===== config.mk =====
export PLATFORM = sky130hd
export DESIGN_NAME = lc3b_mem_bridge_flat
export DESIGN_NICKNAME = d
export VERILOG_FILES = /design/src/rtl/lc3b_types.sv /design/src/rtl/lc3b_mem_bridge_if.sv /design/src/rtl/lc3b_wait_timer.sv /design/src/rtl/lc3b_mem_bridge.sv /design/src/flat_wrapper.sv
export SDC_FILE = /design/constraint.sdc
export NUM_CORES = 1
export LEC_CHECK = 0
export CAP_MARGIN = 15
export CORE_ASPECT_RATIO = 1.1
export CORE_MARGIN = 3
export CORE_UTILIZATION = 63
export DETAILED_ROUTE_END_ITERATION = 10
export DONT_BUFFER_PORTS = 1
export PLACE_DENSITY = 0.82
export SLEW_MARGIN = 25
export SYNTH_ARGS = -nofsm -noshare
export SYNTH_HDL_FRONTEND = slang
export SYNTH_SLANG_ARGS = --single-unit

===== constraint.sdc =====
create_clock -name clk -period 3.1 [get_ports clk]
set_input_delay 0.62 -clock clk [delete_from_list [all_inputs] [get_ports clk]]
set_output_delay 0.62 -clock clk [all_outputs]
set_load 0.01 [all_outputs]

===== src/rtl/lc3b_types.sv =====
`default_nettype none
// ============================================================================
// Package     : lc3b_types
// Description : Shared LC-3b word/byte types and memory-bridge state encoding.
// Revision    : 1.0
// ============================================================================
package lc3b_types;

    typedef logic [15:0] lc3b_word;
    typedef logic [7:0]  lc3b_byte;
    typedef logic [1:0]  lc3b_mem_wmask;

    typedef enum logic [1:0] {
        IDLE    = 2'd0,
        BEAT_LO = 2'd1,
        BEAT_HI = 2'd2,
        DONE    = 2'd3
    } lc3b_bridge_state;

    // Read-back value for bytes whose beat never completed.
    localparam lc3b_word BRIDGE_FILL = 16'hFFFF;

    function automatic lc3b_word beat_addr(input logic [14:0] word_addr, input logic hi);
        return {word_addr, hi};
    endfunction

endpackage
`default_nettype wire


===== src/rtl/lc3b_mem_bridge_if.sv =====
`default_nettype none
// ============================================================================
// Interface   : lc3b_mem_bridge_if
// Description : CPU word port and 8-bit physical memory port of the bridge.
// Revision    : 1.0
// ============================================================================
interface lc3b_mem_bridge_if;
    import lc3b_types::*;

    lc3b_word      mem_address;
    lc3b_word      mem_wdata;
    logic          mem_read;
    logic          mem_write;
    lc3b_mem_wmask mem_byte_enable;
    lc3b_word      mem_rdata;
    logic          mem_resp;
    logic          mem_err;

    lc3b_word      pmem_address;
    lc3b_byte      pmem_wdata;
    logic          pmem_read;
    logic          pmem_write;
    lc3b_byte      pmem_rdata;
    logic          pmem_resp;

    // Environment view: CPU requester plus physical memory responder.
    modport master (
        output mem_address, mem_wdata, mem_read, mem_write, mem_byte_enable,
        input  mem_rdata, mem_resp, mem_err,
        input  pmem_address, pmem_wdata, pmem_read, pmem_write,
        output pmem_rdata, pmem_resp
    );

    modport slave (
        input  mem_address, mem_wdata, mem_read, mem_write, mem_byte_enable,
        output mem_rdata, mem_resp, mem_err,
        output pmem_address, pmem_wdata, pmem_read, pmem_write,
        input  pmem_rdata, pmem_resp
    );

endinterface
`default_nettype wire


===== src/rtl/lc3b_wait_timer.sv =====
`default_nettype none
// ============================================================================
// Module      : lc3b_wait_timer
// Description : Per-beat wait counter; flags the last permitted wait cycle.
// Revision    : 1.0
// ============================================================================
module lc3b_wait_timer #(
    parameter int unsigned TIMEOUT_CYCLES = 255
) (
    input  logic clk,
    input  logic reset,
    input  logic clear,
    input  logic count_en,
    output logic expired
);

    localparam int unsigned CNT_W = (TIMEOUT_CYCLES > 255) ? $clog2(TIMEOUT_CYCLES + 1) : 8;

    generate
        if (TIMEOUT_CYCLES == 0) begin : g_disabled
            assign expired = 1'b0;
        end else begin : g_enabled
            localparam logic [CNT_W-1:0] C_LIMIT = CNT_W'(TIMEOUT_CYCLES);
            localparam logic [CNT_W-1:0] C_LAST  = CNT_W'(TIMEOUT_CYCLES - 1);

            logic [CNT_W-1:0] r_count;

            always_ff @(posedge clk or posedge reset) begin
                if (reset) begin
                    r_count <= '0;
                end else if (clear) begin
                    r_count <= '0;
                end else if (count_en && (r_count != C_LIMIT)) begin
                    r_count <= r_count + 1'b1;
                end
            end

            // Asserted in the cycle whose miss makes the count reach the limit.
            assign expired = count_en && (r_count == C_LAST);
        end
    endgenerate

endmodule
`default_nettype wire


===== src/rtl/lc3b_mem_bridge.sv =====
`default_nettype none
// ============================================================================
// Module      : lc3b_mem_bridge
// Description : Splits 16-bit LC-3b memory requests into 8-bit pmem beats.
// Revision    : 1.0
// ============================================================================
module lc3b_mem_bridge
    import lc3b_types::*;
#(
    parameter int unsigned TIMEOUT_CYCLES = 255
) (
    input  logic             clk,
    input  logic             reset,
    lc3b_mem_bridge_if.slave bus
);

    lc3b_bridge_state r_state;
    logic [14:0]      r_word_addr;
    lc3b_byte         r_wdata_hi;
    lc3b_byte         r_rd_lo;
    logic             r_need_hi;
    logic             r_is_write;

    lc3b_word         r_mem_rdata;
    logic             r_mem_resp;
    logic             r_mem_err;
    lc3b_word         r_pmem_address;
    lc3b_byte         r_pmem_wdata;
    logic             r_pmem_read;
    logic             r_pmem_write;

    logic             w_req;
    logic             w_strobe;
    logic             w_tmr_clear;
    logic             w_tmr_count;
    logic             w_expired;

    assign w_req       = bus.mem_read | bus.mem_write;
    assign w_strobe    = r_pmem_read | r_pmem_write;
    assign w_tmr_clear = ~w_strobe | bus.pmem_resp;
    assign w_tmr_count = w_strobe & ~bus.pmem_resp;

    lc3b_wait_timer #(
        .TIMEOUT_CYCLES (TIMEOUT_CYCLES)
    ) u_wait_timer (
        .clk      (clk),
        .reset    (reset),
        .clear    (w_tmr_clear),
        .count_en (w_tmr_count),
        .expired  (w_expired)
    );

    always_ff @(posedge clk or posedge reset) begin
        if (reset) begin
            r_state        <= IDLE;
            r_word_addr    <= '0;
            r_wdata_hi     <= '0;
            r_rd_lo        <= '0;
            r_need_hi      <= 1'b0;
            r_is_write     <= 1'b0;
            r_mem_rdata    <= '0;
            r_mem_resp     <= 1'b0;
            r_mem_err      <= 1'b0;
            r_pmem_address <= '0;
            r_pmem_wdata   <= '0;
            r_pmem_read    <= 1'b0;
            r_pmem_write   <= 1'b0;
        end else begin
            r_mem_resp <= 1'b0;
            r_mem_err  <= 1'b0;
            case (r_state)
                IDLE: begin
                    if (w_req) begin
                        r_word_addr <= bus.mem_address[15:1];
                        r_wdata_hi  <= bus.mem_wdata[15:8];
                        r_is_write  <= bus.mem_write;
                        // Reads always fetch both bytes; writes only the enabled ones.
                        r_need_hi   <= bus.mem_byte_enable[1] | ~bus.mem_write;
                        if (~bus.mem_write | bus.mem_byte_enable[0]) begin
                            r_state        <= BEAT_LO;
                            r_pmem_address <= beat_addr(bus.mem_address[15:1], 1'b0);
                            r_pmem_wdata   <= bus.mem_wdata[7:0];
                            r_pmem_read    <= ~bus.mem_write;
                            r_pmem_write   <= bus.mem_write;
                        end else if (bus.mem_byte_enable[1]) begin
                            r_state        <= BEAT_HI;
                            r_pmem_address <= beat_addr(bus.mem_address[15:1], 1'b1);
                            r_pmem_wdata   <= bus.mem_wdata[15:8];
                            r_pmem_write   <= 1'b1;
                        end else begin
                            r_state    <= DONE;
                            r_mem_resp <= 1'b1;
                        end
                    end
                end

                BEAT_LO: begin
                    if (bus.pmem_resp) begin
                        if (!r_is_write) begin
                            r_rd_lo <= bus.pmem_rdata;
                        end
                        if (!w_req) begin
                            r_state      <= IDLE;
                            r_pmem_read  <= 1'b0;
                            r_pmem_write <= 1'b0;
                        end else if (r_need_hi) begin
                            r_state        <= BEAT_HI;
                            r_pmem_address <= beat_addr(r_word_addr, 1'b1);
                            r_pmem_wdata   <= r_wdata_hi;
                        end else begin
                            r_state      <= DONE;
                            r_mem_resp   <= 1'b1;
                            r_pmem_read  <= 1'b0;
                            r_pmem_write <= 1'b0;
                        end
                    end else if (w_expired) begin
                        r_pmem_read  <= 1'b0;
                        r_pmem_write <= 1'b0;
                        if (!w_req) begin
                            r_state <= IDLE;
                        end else begin
                            r_state    <= DONE;
                            r_mem_resp <= 1'b1;
                            r_mem_err  <= 1'b1;
                            if (!r_is_write) begin
                                r_mem_rdata <= BRIDGE_FILL;
                            end
                        end
                    end
                end

                BEAT_HI: begin
                    if (bus.pmem_resp || w_expired) begin
                        r_pmem_read  <= 1'b0;
                        r_pmem_write <= 1'b0;
                        if (!w_req) begin
                            r_state <= IDLE;
                        end else begin
                            r_state    <= DONE;
                            r_mem_resp <= 1'b1;
                            // A response in the expiry cycle takes priority over the timeout.
                            r_mem_err  <= ~bus.pmem_resp;
                            if (!r_is_write) begin
                                r_mem_rdata <= bus.pmem_resp ? {bus.pmem_rdata, r_rd_lo}
                                                             : {BRIDGE_FILL[15:8], r_rd_lo};
                            end
                        end
                    end
                end

                DONE: begin
                    r_state <= IDLE;
                end

                default: begin
                    r_state <= IDLE;
                end
            endcase
        end
    end

    assign bus.mem_rdata    = r_mem_rdata;
    assign bus.mem_resp     = r_mem_resp;
    assign bus.mem_err      = r_mem_err;
    assign bus.pmem_address = r_pmem_address;
    assign bus.pmem_wdata   = r_pmem_wdata;
    assign bus.pmem_read    = r_pmem_read;
    assign bus.pmem_write   = r_pmem_write;

endmodule
`default_nettype wire


===== src/flat_wrapper.sv =====
// flat-port wrapper written by rule: the top's interface ports become plain ports
module lc3b_mem_bridge_flat import lc3b_types::*;
#(
    parameter int unsigned TIMEOUT_CYCLES = 255
)
  (clk, reset, bus_mem_address, bus_mem_wdata, bus_mem_read, bus_mem_write, bus_mem_byte_enable, bus_mem_rdata, bus_mem_resp, bus_mem_err, bus_pmem_address, bus_pmem_wdata, bus_pmem_read, bus_pmem_write, bus_pmem_rdata, bus_pmem_resp);
  lc3b_mem_bridge_if bus_i ();
  input  logic clk;
  input  logic reset;
  input wire logic [$bits(bus_i.mem_address)-1:0] bus_mem_address;
  input wire logic [$bits(bus_i.mem_wdata)-1:0] bus_mem_wdata;
  input wire logic [$bits(bus_i.mem_read)-1:0] bus_mem_read;
  input wire logic [$bits(bus_i.mem_write)-1:0] bus_mem_write;
  input wire logic [$bits(bus_i.mem_byte_enable)-1:0] bus_mem_byte_enable;
  output wire logic [$bits(bus_i.mem_rdata)-1:0] bus_mem_rdata;
  output wire logic [$bits(bus_i.mem_resp)-1:0] bus_mem_resp;
  output wire logic [$bits(bus_i.mem_err)-1:0] bus_mem_err;
  output wire logic [$bits(bus_i.pmem_address)-1:0] bus_pmem_address;
  output wire logic [$bits(bus_i.pmem_wdata)-1:0] bus_pmem_wdata;
  output wire logic [$bits(bus_i.pmem_read)-1:0] bus_pmem_read;
  output wire logic [$bits(bus_i.pmem_write)-1:0] bus_pmem_write;
  input wire logic [$bits(bus_i.pmem_rdata)-1:0] bus_pmem_rdata;
  input wire logic [$bits(bus_i.pmem_resp)-1:0] bus_pmem_resp;
  assign bus_i.mem_address = bus_mem_address;
  assign bus_i.mem_wdata = bus_mem_wdata;
  assign bus_i.mem_read = bus_mem_read;
  assign bus_i.mem_write = bus_mem_write;
  assign bus_i.mem_byte_enable = bus_mem_byte_enable;
  assign bus_mem_rdata = bus_i.mem_rdata;
  assign bus_mem_resp = bus_i.mem_resp;
  assign bus_mem_err = bus_i.mem_err;
  assign bus_pmem_address = bus_i.pmem_address;
  assign bus_pmem_wdata = bus_i.pmem_wdata;
  assign bus_pmem_read = bus_i.pmem_read;
  assign bus_pmem_write = bus_i.pmem_write;
  assign bus_i.pmem_rdata = bus_pmem_rdata;
  assign bus_i.pmem_resp = bus_pmem_resp;
  lc3b_mem_bridge #(.TIMEOUT_CYCLES(TIMEOUT_CYCLES)) u_core (.clk(clk), .reset(reset), .bus(bus_i));
endmodule

; ---- Word level (Yosys, flattened, before mapping)
; Cells that the tools add are included.
[totals]
regBits = 87
output_inout_bits = 44
elab_cells = 120
[op_classes]
n_addsub = 1
eq_ne = 19
muxes = 61
n_bitwise = 10
reduce_logical = 15
[ops]
columns = cell, n
row1 = 2-to-1 mux 16 bit, 14
row2 = 2-to-1 mux 8 bit, 8
row3 = one-hot mux 16 bit (2 select lines), 2
row4 = 2-to-1 mux 1 bit, 24
row5 = AND reduction 6 bit, 3
row6 = one-hot mux 8 bit (2 select lines), 1
row7 = 2-to-1 mux 2 bit, 7
row8 = "inequality test 2 x 1 -> 1 bit, second input constant", 7
row9 = one-hot mux 1 bit (3 select lines), 3
row10 = "adder 8 x 1 -> 8 bit, second input constant", 1
row11 = "== test 8 bit, second input constant", 1
row12 = "inequality test 2 bit, second input constant", 4
row13 = "inequality test 8 bit, second input constant", 1
row14 = one-hot mux 2 bit (4 select lines), 1
row15 = AND reduction 8 bit, 1
row16 = "inequality test 3 x 2 -> 1 bit, second input constant", 2
row17 = AND reduction 3 bit, 2
row18 = nonzero test 2 bit, 3
row19 = bitwise OR 1 bit, 5
row20 = "== test 2 bit, second input constant", 2
row21 = "inequality test 4 bit, second input constant", 1
row22 = inverter 1 bit, 4
row23 = nonzero test 3 bit, 1
row24 = "== test 2 x 1 -> 1 bit, second input constant", 1
row25 = 6 further kinds, 7

; ---- Logic depth before layout (Yosys ltp)
; Gate-level depths: netlist of the first run.
[logic_depth]
ltp_word = 6
mapped_depth = 8
ltp_nobuf = 6

; ---- Cells and area by module
; From an unflattened synthesis of the first run, not the netlist that was laid out.
[unflattened]
cells_unflattened = 360
area_unflattened_um2 = 4063.9
[modules_own_cells]
columns = mod, instances, cells_per_inst, area_each_um2, seq_area_each_um2
row1 = lc3b_mem_bridge, 1, 311, 3584.7, 1976.9
row2 = lc3b_wait_timer, 1, 49, 479.2, 200.2

; ---- Worst setup path after synthesis of the first run
; Ideal clock, no wire load.
[synth_timing]
path_type = input -> register
from = in bus_mem_write
to = reg u_core.r_wdata_hi[0]
setup_ns = 0.125
arrival_ns = 1.816
t_required_ns = 2.975
setup_slack_ns = 1.159
stages = 6
n_path_buf = 3
path_cell_list = buf_6 or2_1 clkbuf_1 nand2_1 buf_2 mux2_2
[synth_between]
elab_chain_cells = 2
[synth_rtl]
columns = element, line
row1 = start: declaration, flat_wrapper.sv:13  ; input wire logic [$bits(bus_i.mem_write)-1:0] bus_mem_write;
row2 = bitwise OR 1 bit, lc3b_mem_bridge.sv:38  ; assign w_req = bus.mem_read | bus.mem_write;
row3 = AND reduction 2 bit (no line), --
row4 = end signal: assignment, lc3b_mem_bridge.sv:75  ; r_wdata_hi <= bus.mem_wdata[15:8];
row5 = end: declaration, lc3b_mem_bridge.sv:19  ; lc3b_byte r_wdata_hi;
; Every way passes these cells.
; A chain may end at the register's enable or synchronous reset.

; ---- Final worst setup path of the first run
[layout_timing]
from = reg u_core.r_state[0]
to = reg u_core.r_mem_rdata[6] (netlist: u_core.bus.mem_rdata[6])
[layout_between]
elab_chain_cells = 3
word_cells_on_any_way = 12
classes_between = 9 x eq/ne / 1 x mux / 2 x reduce/logical
[layout_rtl]
columns = element, line
row1 = start: declaration, lc3b_mem_bridge.sv:17  ; lc3b_bridge_state r_state;
row2 = start signal: assignment, lc3b_mem_bridge.sv:55  ; r_state <= IDLE;
row3 = start signal: assignment, lc3b_mem_bridge.sv:80  ; r_state <= BEAT_LO;
row4 = start signal: assignment, lc3b_mem_bridge.sv:86  ; r_state <= BEAT_HI;
row5 = == test 2 bit or == test 2 x 1 -> 1 bit (tied branches), lc3b_mem_bridge.sv:71  ; case (r_state)
row6 = "inequality test 2 bit (no line), or another cell as far along", --
row7 = AND reduction 8 bit (no line), --
row8 = end signal: assignment, lc3b_mem_bridge.sv:144  ; r_mem_rdata <= bus.pmem_resp ? {bus.pmem_rdata, r_rd_lo}
row9 = end: declaration, lc3b_mem_bridge.sv:24  ; lc3b_word r_mem_rdata;
; Several ways; a longest one is shown, not always the timed one.

==> results of run 1 <==
[registers in the layout, summed over array words and instances (netlist names)]
register / count
u_core.bus.pmem_address: 16
u_core.r_wdata_hi: 8
u_core.r_word_addr: 15
u_core.r_is_write: 1
u_core.bus.pmem_wdata: 8
u_core.bus.mem_rdata: 16
u_core.u_wait_timer.g_enabled.r_count: 8
u_core.bus.mem_err: 1
u_core.bus.pmem_write: 1
u_core.bus.pmem_read: 1
u_core.r_need_hi: 1
u_core.bus.mem_resp: 1
u_core.r_state: 2
u_core.r_rd_lo: 8
[through the flow]
step | utilization | std cells
floorplan | - | 345
global placement | 0.663 | 413
detailed placement | 0.663 | 413
CTS | 0.695 | 429
global route | 0.695 | 429
finish | 0.695 | 429
[cell families (layout without fill, tap and decap cells)]
family / count (synthesis) / count (layout) / share of synthesized area
XOR/XNOR: 4 / 4 / 0.00861
adder cells (fa/ha/maj): 6 / 6 / 0.0184
AO/OA/AOI/OAI: 51 / 51 / 0.0806
flip-flops: 87 / 87 / 0.535
multiplexers: 83 / 83 / 0.221
buffers and inverters: 32 / 36 / 0.0357
AND/OR/NAND/NOR: 82 / 82 / 0.101
[layout by cell type (no fill, tap or decap), drive strengths merged]
master   synthesis  routed
dfrtp           87      87
mux2            49      49
nor2            37      37
mux2i           34      34
a21oi           22      22
nand2           15      15
inv             15      14
o21ai           13      13
clkbuf           6      11
nand2b          10      10
ha               6       6
buf             11       5
clkinv           0       5
nand3            4       4
nor2b            3       3
nor3             3       3
nor3b            2       2
o311ai           2       2
xor2             2       2
and3             2       2
o211ai           2       2
a31oi            2       2
xnor2            2       2
nand4            2       2
a211oi           2       2
o21bai           1       1
or2              1       1
a41oi            1       1
o2111ai          1       1
and4             1       1
a21boi           1       1
o22ai            1       1
nand3b           1       1
o32a             1       1
o2bb2ai          1       1
or3b             1       1
o31ai            1       1
bufinv           0       1
[power by group through the flow]
stage	registers (mW)	logic (mW)	clock network, mW
finish	2.04	1.48	0.787
global route	2.10	1.66	0.845
CTS	2.04	1.50	0.804
detailed placement	2.06	1.50	0
global placement	2.04	1.43	0
floorplan	1.96	1.26	0
[final cells by class]
type,count,area [um2],area share
Multi-Input combinational cell,226,1760,0.406
Tap cell,80,100,0.0231
Clock inverter,5,57.6,0.0133
Timing Repair Buffer,5,37.5,0.00867
Clock buffer,11,141,0.0327
Inverter,15,57.6,0.0133
Sequential cell,87,2180,0.503
[layer usage]
layer / vias up / global-route usage
li1: 1196 / -
met2: 70 / 0.334
met3: 11 / 0.0729
met5: - / 0
met1: 1247 / 0.276
met4: 0 / 0.0872
[critical path, stage by stage (launching register included)]
cell	delay, ns
dfrtp_1	0.38
inv_1	0.08
ha_1	0.37
nand2_1	0.36
nor2_1	0.12
o21ai_4	0.51
mux2_2	0.40
[worst max path at each step]
| stage | depth (start not counted) | endpoint | slack [ns] | start |
|---|---|---|---|---|
| finish | 6 | u_core.bus.mem_rdata[6]$_DFFE_PP0P_ | 0.78 | u_core.r_state[0]$_DFFE_PP0P_ |
| global route | 6 | u_core.bus.mem_rdata[5]$_DFFE_PP0P_ | 0.60 | u_core.r_state[0]$_DFFE_PP0P_ |
| CTS | 6 | u_core.bus.mem_rdata[6]$_DFFE_PP0P_ | 0.76 | u_core.r_state[0]$_DFFE_PP0P_ |
| detailed placement | 6 | u_core.bus.mem_rdata[5]$_DFFE_PP0P_ | 0.76 | u_core.r_state[0]$_DFFE_PP0P_ |
| global placement | 6 | u_core.bus.mem_rdata[6]$_DFFE_PP0P_ | 0.79 | u_core.r_state[0]$_DFFE_PP0P_ |
| floorplan | 1 | u_core.bus.mem_err$_DFF_PP0_ | 0.23 | reset |
==> impl_metrics.env, run 1 <==
export IMPL_status="completed"
export IMPL_num_fill_cells=475
export IMPL_slew_headroom=0.420
export IMPL_design_area_um2=4330
export IMPL_reg2regPathDepth=6
export IMPL_endpoint_kind="register"
export IMPL_synth_flop_cell="dfrtp_1"
export IMPL_fmaxAchievable_mhz=430
export IMPL_skew_ns=0.0128
export IMPL_grt_max_degree=52
export IMPL_cts_root_buf="clkbuf_8"
export IMPL_total_power_mw=4.30
export IMPL_area_growth_pct=6.37
export IMPL_crit_path_start_kind="register"
export IMPL_start_util=0.653
export IMPL_ys_ff_latch=87
export IMPL_drt_wl_total_um=7500
export IMPL_p_leak_nw=2.01
export IMPL_ir_drop_v=0.000538
export IMPL_tritoncts="yes"
export IMPL_hold_buffers=0
export IMPL_syn_area_um2=4070
export IMPL_synth_nets=398
export IMPL_arrival_ns=2.56
export IMPL_slew_viol_final=0
export IMPL_postSynthAreaPerCell_um2=11.8
export IMPL_core_area_um2=6230
export IMPL_gp_congestion=0.859
export IMPL_worstReg2RegEnd="u_core.bus.mem_rdata[6]$_DFFE_PP0P_"
export IMPL_highest_layer="met4"
export IMPL_synth_edf_count=0
export IMPL_synth_top_area_frac=0.535
export IMPL_synth_warnings=0
export IMPL_p_sw_mw=1.54
export IMPL_drt_iter0_drc=165
export IMPL_wl_met3_um=615
export IMPL_pin_count=91
export IMPL_met2WireLength_um=3580
export IMPL_grt_overflow=0
export IMPL_wire_per_inst_um=17.5
export IMPL_synth_top_cells_by_count="dfrtp_1, mux2_2, nor2_1, mux2i_1, a21oi_1"
export IMPL_first_pass_iters=4
export IMPL_rsz0062_at_grt="no"
export IMPL_grt_total_usage=0.216
export IMPL_h_tree_depth=3
export IMPL_yosys_cell_types_count=43
export IMPL_die_w_um=82.6
export IMPL_place_ws_ns=0.765
export IMPL_cts_buffer_depth=2
export IMPL_ctsResizeCount=0
export IMPL_power_internal_mw=2.76
export IMPL_drc=0
export IMPL_hold_ws_ns=0.284
export IMPL_p_per_area_nw_per_um2=994
export IMPL_cp_required_ns=3.34
export IMPL_hpwlAfterDp_um=5210
export IMPL_io_buffers=0
export IMPL_cp_max_fo=16
export IMPL_nets=397
export IMPL_dieArea_um2=7460
export IMPL_antennaDiodeCount=0
export IMPL_die_y_um=90.3
export IMPL_syn_inst=345
export IMPL_postCtsSetupRepairBufs=0
export IMPL_clkLatencyLatePin_ns=0.35
export IMPL_p_sw_frac=0.358
export IMPL_min_period_over_period=0.749
export IMPL_clkTransAtPathRegs_ns=0.09
export IMPL_seq_power_share=0.473
export IMPL_fin_crit_ns=2.32
export IMPL_synth_area_top_cells="dfrtp_1, mux2_2, mux2i_1"
export IMPL_vias=2524
export IMPL_final_setup_tns_ns=0
export IMPL_wl_met1_um=3160
export IMPL_setup_viol=0
export IMPL_yosys_area_top_type="dfrtp_1"
export IMPL_worstSetupPathType="register to register"
export IMPL_drv_cap=0
export IMPL_fp_row_count=30
export IMPL_cts_sinks=87
export IMPL_final_layout_size_suffix_gt1_frac=0.221
export IMPL_antenna_found_initial=0
export IMPL_tightest_slew_ns=0.869
export IMPL_crit_reg2reg_launch="u_core.r_state[0]$_DFFE_PP0P_"
export IMPL_grt_first_pass_wirelength_um=12200
export IMPL_synth_most_common_cell="dfrtp_1"
export IMPL_hold_class="primary input to asynchronous set/reset pin"
export IMPL_rrSetupSlack_ns=0.78
export IMPL_fin_ws_ns=0.777
export IMPL_hold_viol=0
export IMPL_placed_cell_area_um2=4130
export IMPL_ant_nets=0
export IMPL_comb_power_share=0.344
export IMPL_synthArstFlopShare=1.00
export IMPL_p_clk_frac=0.183
export IMPL_routed_via_density=5.88
export IMPL_seq_area_frac_synth=0.535
export IMPL_grt_pass1_vias=2504
export IMPL_cts_buffers=9
No activity file was read; power rests on OpenSTA's default activity.
==> inputs of run 2 (changes only) <==
==> constraint.sdc (replaced) <==
create_clock -name clk -period 2.4 [get_ports clk]
set_input_delay 0.48 -clock clk [delete_from_list [all_inputs] [get_ports clk]]
set_output_delay 0.48 -clock clk [all_outputs]
set_load 0.01 [all_outputs]
==> impl_metrics.env, run 2 (synthesized netlist as in run 1, its figures left out) <==
export IMPL_hold_class="primary input to register"
export IMPL_seq_power_share=0.480
export IMPL_area_growth_pct=7.01
export IMPL_vias=2565
export IMPL_postCtsSetupRepairBufs=0
export IMPL_total_power_mw=5.49
export IMPL_tritoncts="yes"
export IMPL_hpwlAfterDp_um=5300
export IMPL_design_area_um2=4350
export IMPL_slew_headroom=0.581
export IMPL_wire_per_inst_um=17.3
export IMPL_cts_root_buf="clkbuf_8"
export IMPL_p_clk_frac=0.163
export IMPL_slew_viol_final=0
export IMPL_clkTransAtPathRegs_ns=0.08
export IMPL_drt_iter0_drc=130
export IMPL_p_leak_nw=2.01
export IMPL_cp_required_ns=2.62
export IMPL_setup_viol=0
export IMPL_critical_path_max_stage_delay_ns=0.42
export IMPL_skew_ns=0.00952
export IMPL_io_buffers=0
export IMPL_clkLatencyLatePin_ns=0.34
export IMPL_arrival_ns=2.40
export IMPL_hold_ws_ns=0.234
export IMPL_min_period_over_period=0.905
export IMPL_rrSetupSlack_ns=0.23
export IMPL_dieArea_um2=7460
export IMPL_drc=0
export IMPL_cts_buffer_depth=2
export IMPL_layout_commonest_cell="dfrtp_1"
export IMPL_rsz0062_at_grt="no"
export IMPL_power_internal_mw=3.50
export IMPL_worstSetupPathType="register to register"
export IMPL_crit_path_start_kind="register"
export IMPL_grt_overflow=0
export IMPL_ir_drop_v=0.000801
export IMPL_status="completed"
export IMPL_cp_cell_sequence="inv_1 -> ha_2 -> nor2_1 -> nor3_1 -> o21ai_4 -> mux2_4"
export IMPL_fin_crit_ns=2.17
export IMPL_cts_buffers=9
export IMPL_antennaDiodeCount=0
export IMPL_h_tree_depth=3
export IMPL_cts_sinks=87
export IMPL_grt_max_degree=46
export IMPL_grt_total_usage=0.212
export IMPL_crit_path_top_delay_cell="ha_2"
export IMPL_p_sw_mw=1.99
export IMPL_placed_cell_area_um2=4170
export IMPL_fp_row_count=30
export IMPL_grt_first_pass_wirelength_um=12200
export IMPL_die_w_um=82.6
export IMPL_final_layout_size_suffix_gt1_frac=0.225
export IMPL_layout_common_cells="dfrtp_1, mux2_2, nor2_1, mux2i_1, a21oi_1"
export IMPL_core_area_um2=6230
export IMPL_nets=400
export IMPL_antenna_found_initial=0
export IMPL_pin_count=91
export IMPL_die_y_um=90.3
export IMPL_routed_via_density=5.95
export IMPL_cp_max_fo=18
export IMPL_first_pass_iters=4
export IMPL_drv_cap=0
export IMPL_comb_power_share=0.357
export IMPL_p_sw_frac=0.362
export IMPL_num_fill_cells=464
export IMPL_start_util=0.653
export IMPL_gp_congestion=0.826
export IMPL_ant_nets=0
export IMPL_drt_wl_total_um=7440
export IMPL_tightest_slew_ns=0.626
export IMPL_p_per_area_nw_per_um2=1260
export IMPL_endpoint_kind="register"
export IMPL_grt_pass1_vias=2526
export IMPL_final_setup_tns_ns=0
export IMPL_fmaxAchievable_mhz=460
export IMPL_hold_viol=0
run 2: what timing repair did:
action | 4_1_cts | 5_1_grt
resized for setup | 0 | 0
hold buffers | 1 | 0
endpoints found under the hold margin | 3 | 0
run 2: final cells by class:
class,count,area [um2],share of cell area
Clock buffer,10,138,0.0316
Clock inverter,5,35.0,0.00805
Inverter,15,60.1,0.0138
Multi-Input combinational cell,226,1760,0.403
Sequential cell,87,2180,0.500
Tap cell,80,100,0.0230
Timing Repair Buffer,8,87.6,0.0201
run 2: path summary, 6_finish.rpt:
path,startpoint,to,cells after the start
min in group asynchronous,reset,u_core.bus.pmem_address[6]$_DFFE_PP0P_,2
min reg2reg,u_core.r_rd_lo[0]$_DFFE_PP0P_,u_core.r_rd_lo[0]$_DFFE_PP0P_,1
min,bus_mem_write,u_core.r_need_hi$_DFFE_PP0P_,1
max,u_core.r_state[1]$_DFFE_PP0P_,u_core.bus.mem_rdata[1]$_DFFE_PP0P_,6
max reg2reg,u_core.r_state[1]$_DFFE_PP0P_,u_core.bus.mem_rdata[1]$_DFFE_PP0P_,6
max in group asynchronous,reset,u_core.r_state[0]$_DFFE_PP0P_,3
run 2: power by group through the flow:
stage / clock [mW] / combinational (mW) / sequential [mW]
final: 0.893 / 1.96 / 2.63
after global routing: 0.983 / 2.18 / 2.72
after CTS: 0.918 / 1.99 / 2.64
after detailed placement: 0 / 1.99 / 2.67
after global placement: 0 / 1.89 / 2.63
after floorplan: 0 / 1.63 / 2.53
run 2: metrics by stage:
stage	utilization	cells	setup slack, ns
6_report	0.699	431	0.228
5_1_grt	0.699	431	0.0993
4_1_cts	0.699	431	0.211
3_5_place_dp	0.669	415	0.221
3_3_place_gp	0.669	415	0.290
2_1_floorplan	-	345	0.591
run 2: per-layer routing:
metal,up-vias,part of all wire,GRT usage
li1,1201,-,-
met1,1288,0.41,0.273
met2,70,0.51,0.339
met3,6,0.067,0.0629
met4,0,0.0094,0.0736
met5,-,0,0
run 2: critical path, delay by kind of cell (launching register included):
kind | cells | cell delay (ns)
and+or+nand+nor | 2 | 0.50
AOI/OAI and AO/OA | 1 | 0.26
DFF | 1 | 0.40
muxes | 1 | 0.36
buffers and inverters | 1 | 0.11
adders and majority gates | 1 | 0.42
